## src/rtl/pipe_stage_skid.sv

```systemverilog
// Valid/ready pipeline stage carrying an opaque payload, with flush, an optional
// 2-entry skid buffer (registered in_ready) and a saturating bubble counter.
module pipe_stage_skid #(
    parameter int DATA_W = 64,
    parameter int SKID   = 1,
    parameter int CNT_W  = 16
) (
    input  logic              clk,
    input  logic              rst,
    input  logic              flush,
    input  logic              in_valid,
    output logic              in_ready,
    input  logic [DATA_W-1:0] in_data,
    output logic              out_valid,
    input  logic              out_ready,
    output logic [DATA_W-1:0] out_data,
    output logic [CNT_W-1:0]  bubble_cnt
);

    localparam logic [CNT_W-1:0] CNT_ONE = 1;

    logic acc;
    logic drn;
    logic [CNT_W-1:0] cnt_reg;

    assign acc = in_valid & in_ready;
    assign drn = out_valid & out_ready;

    generate
        if (SKID != 0) begin : g_skid
            localparam logic [1:0] ST_EMPTY = 2'd0;
            localparam logic [1:0] ST_BUSY  = 2'd1;
            localparam logic [1:0] ST_FULL  = 2'd2;

            logic [1:0]        state_reg, state_next;
            logic [DATA_W-1:0] main_reg, main_next;
            logic [DATA_W-1:0] skid_reg, skid_next;
            logic              in_ready_reg;

            always_ff @(posedge clk) begin
                if (rst) begin
                    state_reg    <= ST_EMPTY;
                    main_reg     <= '0;
                    skid_reg     <= '0;
                    in_ready_reg <= 1'b1;
                end else begin
                    state_reg    <= state_next;
                    main_reg     <= main_next;
                    skid_reg     <= skid_next;
                    // Precomputed from the next state so in_ready never depends on out_ready.
                    in_ready_reg <= (state_next != ST_FULL);
                end
            end

            always_comb begin
                state_next = state_reg;
                main_next  = main_reg;
                skid_next  = skid_reg;
                if (flush) begin
                    state_next = ST_EMPTY;
                    main_next  = '0;
                    skid_next  = '0;
                end else begin
                    case (state_reg)
                        ST_EMPTY: begin
                            if (acc) begin
                                state_next = ST_BUSY;
                                main_next  = in_data;
                            end
                        end
                        ST_BUSY: begin
                            if (acc && drn) begin
                                main_next = in_data;
                            end else if (acc) begin
                                state_next = ST_FULL;
                                skid_next  = in_data;
                            end else if (drn) begin
                                state_next = ST_EMPTY;
                                main_next  = '0;
                            end
                        end
                        ST_FULL: begin
                            if (drn) begin
                                state_next = ST_BUSY;
                                main_next  = skid_reg;
                                skid_next  = '0;
                            end
                        end
                        default: begin
                            state_next = ST_EMPTY;
                            main_next  = '0;
                            skid_next  = '0;
                        end
                    endcase
                end
            end

            always_comb begin
                out_valid = (state_reg != ST_EMPTY);
                in_ready  = in_ready_reg;
                out_data  = out_valid ? main_reg : '0;
            end
        end else begin : g_single
            logic              valid_reg;
            logic [DATA_W-1:0] main_reg;

            always_ff @(posedge clk) begin
                if (rst || flush) begin
                    valid_reg <= 1'b0;
                    main_reg  <= '0;
                end else if (acc) begin
                    valid_reg <= 1'b1;
                    main_reg  <= in_data;
                end else if (drn) begin
                    valid_reg <= 1'b0;
                    main_reg  <= '0;
                end
            end

            assign out_valid = valid_reg;
            assign in_ready  = ~valid_reg | out_ready;
            assign out_data  = valid_reg ? main_reg : '0;
        end
    endgenerate

    // Counts idle output cycles; flush deliberately leaves it alone.
    always_ff @(posedge clk) begin
        if (rst) begin
            cnt_reg <= '0;
        end else if (!out_valid && (cnt_reg != {CNT_W{1'b1}})) begin
            cnt_reg <= cnt_reg + CNT_ONE;
        end
    end

    assign bubble_cnt = cnt_reg;

endmodule

```

## config.mk

```make
export PLATFORM = sky130hd
export DESIGN_NAME = pipe_stage_skid
export DESIGN_NICKNAME = d
export VERILOG_FILES = /design/src/rtl/pipe_stage_skid.sv
export SDC_FILE = /design/constraint.sdc
export NUM_CORES = 1
export LEC_CHECK = 0
export CORE_MARGIN = 10
export CORE_UTILIZATION = 50
export DETAILED_ROUTE_END_ITERATION = 10
export GPL_ROUTABILITY_DRIVEN = 0
export GPL_TIMING_DRIVEN = 0
export HOLD_SLACK_MARGIN = 0.12
export MAX_ROUTING_LAYER = met4
export PLACE_DENSITY = 0.8
export SLEW_MARGIN = 10
export SYNTH_ARGS = -nofsm -noshare
export SYNTH_HDL_FRONTEND = slang
export SYNTH_SLANG_ARGS = --single-unit
```

## constraint.sdc

```tcl
create_clock -name clk -period 1.8 [get_ports clk]
set_clock_uncertainty 0.05 [all_clocks]
set_input_delay 0.18 -clock clk [delete_from_list [all_inputs] [get_ports clk]]
set_output_delay 0.18 -clock clk [all_outputs]
set_load 0.05 [all_outputs]
```

==> impl_metrics.env <==
export IMPL_cts_sinks=147
export IMPL_rsz0062_at_grt="true"
export IMPL_synth_xor_area_share_pct=0.408
export IMPL_worst_pin_slew_ps=572
export IMPL_routed_wl_met3_um=1360
export IMPL_diodes=0
export IMPL_cts_buffers=17
export IMPL_synth_compound_area_share_pct=12.9
export IMPL_cts_path_max_buffers=2
export IMPL_fin_crit_sh_pct=105
export IMPL_violations="setup timing"
export IMPL_top_layer="met4"
export IMPL_cts_root_buf="clkbuf_16"
export IMPL_vias=6240
export IMPL_min_path_type="in -> reg"
export IMPL_grt_pass1_wl_um=32700
export IMPL_path_class="reg -> out"
export IMPL_dr_wl_met2_um=11000
export IMPL_synth_top_family_by_area="simple AND/OR/NAND/NOR gates"
export IMPL_io_buffers=149
export IMPL_seqCellArea_um2=2970
export IMPL_htree_levels=4
export IMPL_dr_pass1_iters=9
export IMPL_timing_final_crit_period_ps=1890
export IMPL_path_cells="nor2_4 -> inv_4 -> clkbuf_16 -> clkbuf_16 -> and2_4 -> buf_8"
export IMPL_yosysWarnings=0
export IMPL_power_total_uw=8440
export IMPL_synth_cell_types=42
export IMPL_synth_seq_cells=147
export IMPL_cts_tree="yes"
export IMPL_antenna_found_initial=0
export IMPL_synth_area_top_cells="dfxtp_1, and2_1, mux2i_1"
export IMPL_synth_enable_flop_cells=0
export IMPL_grt_remaining_overflow=0
export IMPL_grt_usage_pct=23.1
export IMPL_synthAdderAreaFrac_pct=0.194
export IMPL_worst_endpoint_required_ps=1570
export IMPL_yosysTopAreaCellShare_pct=45.7
export IMPL_max_cap_violations=0
export IMPL_start_kind="flip-flop"
export IMPL_hold_viol=0
export IMPL_die_w_um=133
export IMPL_netlist_area_um2=6430
export IMPL_syn_to_final_growth_pct=49.8
export IMPL_synth_simple_area_share_pct=25.4
export IMPL_insertion_delay_ps=440
export IMPL_drive_gt1_share_pct=28.0
export IMPL_maxSlewHeadroom_pct=61.9
export IMPL_viasPerCell=5.86
export IMPL_grt_pass1_vias=6360
export IMPL_synth_largest_area_cell="dfxtp_1"
export IMPL_syn_avg_cell_area_um2=9.34
export IMPL_clkTransAtPathRegs_ps=60
export IMPL_cpMostUsedCell="clkbuf_16"
export IMPL_hold_slack_ps=223
export IMPL_crit_fanout=5
export IMPL_fin_ws_ps=-91.4
export IMPL_outcome="complete, but fails checks"
export IMPL_grt_max_degree=17
export IMPL_fmax_mhz=529
export IMPL_cp_arrival_ps=1660
export IMPL_ir_drop_mv=0.622
export IMPL_dpl_hpwl_um=14100
export IMPL_antenna_left=0
export IMPL_ios=151
export IMPL_routed_wl_um=21500
export IMPL_synthMuxAreaShare_pct=10.3
export IMPL_design_area_um2=9640
export IMPL_synthesis_nets=759
export IMPL_powerDensity_nw_per_um2=876
export IMPL_final_nets=949
export IMPL_cp_slowest_cell="dfxtp_4"
export IMPL_synthArstFlopShare_pct=0
export IMPL_drv_slew=0
export IMPL_drc_errors=0
export IMPL_setup_viol=79
export IMPL_routedWlPerCell_um=20.2
export IMPL_syn_inst=689
export IMPL_initial_core_util_pct=51.0
export IMPL_synthFlopType="dfxtp_1"
export IMPL_wl_met1_um=8700
export IMPL_die_y_um=133
export IMPL_leakagePower_uw=0.00382
export IMPL_placed_area_um2=8170
export IMPL_multi_input_area_um2=3340
export IMPL_core_area_um2=12600
export IMPL_first_iter_violations=608
export IMPL_dp_slack_ps=-1000
export IMPL_die_area_um2=17800
export IMPL_ys_seq_area_share_pct=45.7
export IMPL_end_kind="primary output"
export IMPL_fill_cells=886
export IMPL_cpPeakStageDelay_ps=360
export IMPL_placementRows=41
export IMPL_final_util_pct=76.4
-- Yosys cell counts, types with 5 or more instances --
cell type	count
buf_2	8
a222oi_1	64
or3_1	5
o31ai_1	6
o21ai_0	5
clkbuf_1	38
nor2_1	135
a21oi_1	14
buf_6	7
nand2_1	7
buf_4	6
dfxtp_1	147
and2_1	125
mux2i_1	65
nand3_1	6
-- path summary, 6_finish.rpt --
kind	slack [ps]	endpoint	cells past startpoint	startpoint
worst min register to register	430	bubble_cnt[6]	1	bubble_cnt[6]
worst min-delay path	220	bubble_cnt[8]	3	rst
worst max-delay path	-90	out_data[20]	6	g_skid.state_reg[1]
worst max register to register	-80	g_skid.main_reg[32]	7	g_skid.state_reg[1]
-- power by group --
| part | switching [uW] | internal [uW] |
|---|---|---|
| clock | 1370 | 2740 |
| sequential | 42.5 | 3310 |
| combinational | 494 | 480 |
-- stage by stage --
stage | setup TNS (ps) | std cells
detailed placement | -112240 | 1010
floorplan | -114 | 689
CTS | -2670 | 1052
global route | -7240 | 1064
global placement | -100660 | 1010
finish | -2990 | 1064
-- worst max-delay path, delay by kind of cell (launching register included) --
| kind | cells | cell delay, ps |
|---|---|---|
| and+or+nand+nor | 2 | 320 |
| DFF | 1 | 360 |
| buffers and inverters | 4 | 540 |
-- area by class of cell --
type                    count  area share (%)
multi-input cells         478            34.7
clock inverters             9            2.05
well taps                 172            2.23
repair buffers            171            19.8
clock buffers              23            5.06
flip-flops and latches    147            30.8
plain buffers              59            5.15
inverters                   5           0.221
-- routing by layer --
layer / global-route usage [%] / vias up
li1: - / 2835
met1: 25.7 / 3049
met4: 10.1 / 0
met5: - / -
met3: 5.23 / 49
met2: 38.8 / 307
-- timing repair --
action / 4_1_cts / 5_1_grt
pin swaps: 12 / 74
hold endpoints to repair: 6 / 0
hold buffers: 1 / 0
gates resized for setup: 560 / 74
setup buffers: 6 / 4
cloned: 3 / 8
setup endpoints to repair: 146 / 193
-- placed cells by master, fill, tap and decap left out, types with 4 or more instances in the layout --
| cell | synthesis | final |
|---|---|---|
| clkbuf_2 | 0 | 14 |
| or4_1 | 4 | 4 |
| a222oi_1 | 64 | 64 |
| o31ai_1 | 6 | 6 |
| or3_1 | 5 | 5 |
| dlygate4sd2_1 | 0 | 17 |
| clkbuf_1 | 38 | 18 |
| clkbuf_16 | 0 | 26 |
| clkbuf_8 | 0 | 6 |
| clkdlybuf4s50_1 | 0 | 67 |
| buf_8 | 0 | 37 |
| bufinv_16 | 0 | 6 |
| nand3_1 | 6 | 5 |
| o21ai_0 | 5 | 5 |
| and2_4 | 0 | 59 |
| dfxtp_1 | 147 | 128 |
| a21oi_1 | 14 | 14 |
| buf_6 | 7 | 36 |
| and2_0 | 4 | 4 |
| nand2_1 | 7 | 7 |
| buf_2 | 8 | 7 |
| buf_4 | 6 | 20 |
| dfxtp_2 | 0 | 17 |
| mux2i_1 | 65 | 65 |
| nor2_1 | 135 | 135 |
| and2_1 | 125 | 66 |
| nand4_1 | 4 | 4 |
-- cell families after synthesis --
| kind of cell | Yosys count |
|---|---|
| mux | 66 |
| flops | 147 |
| fa+ha+maj | 1 |
| compound gates | 95 |
| buf+inv | 64 |
| simple gates | 313 |
| xor+xnor | 3 |
Note: power is estimated with default switching activity, not from simulation.
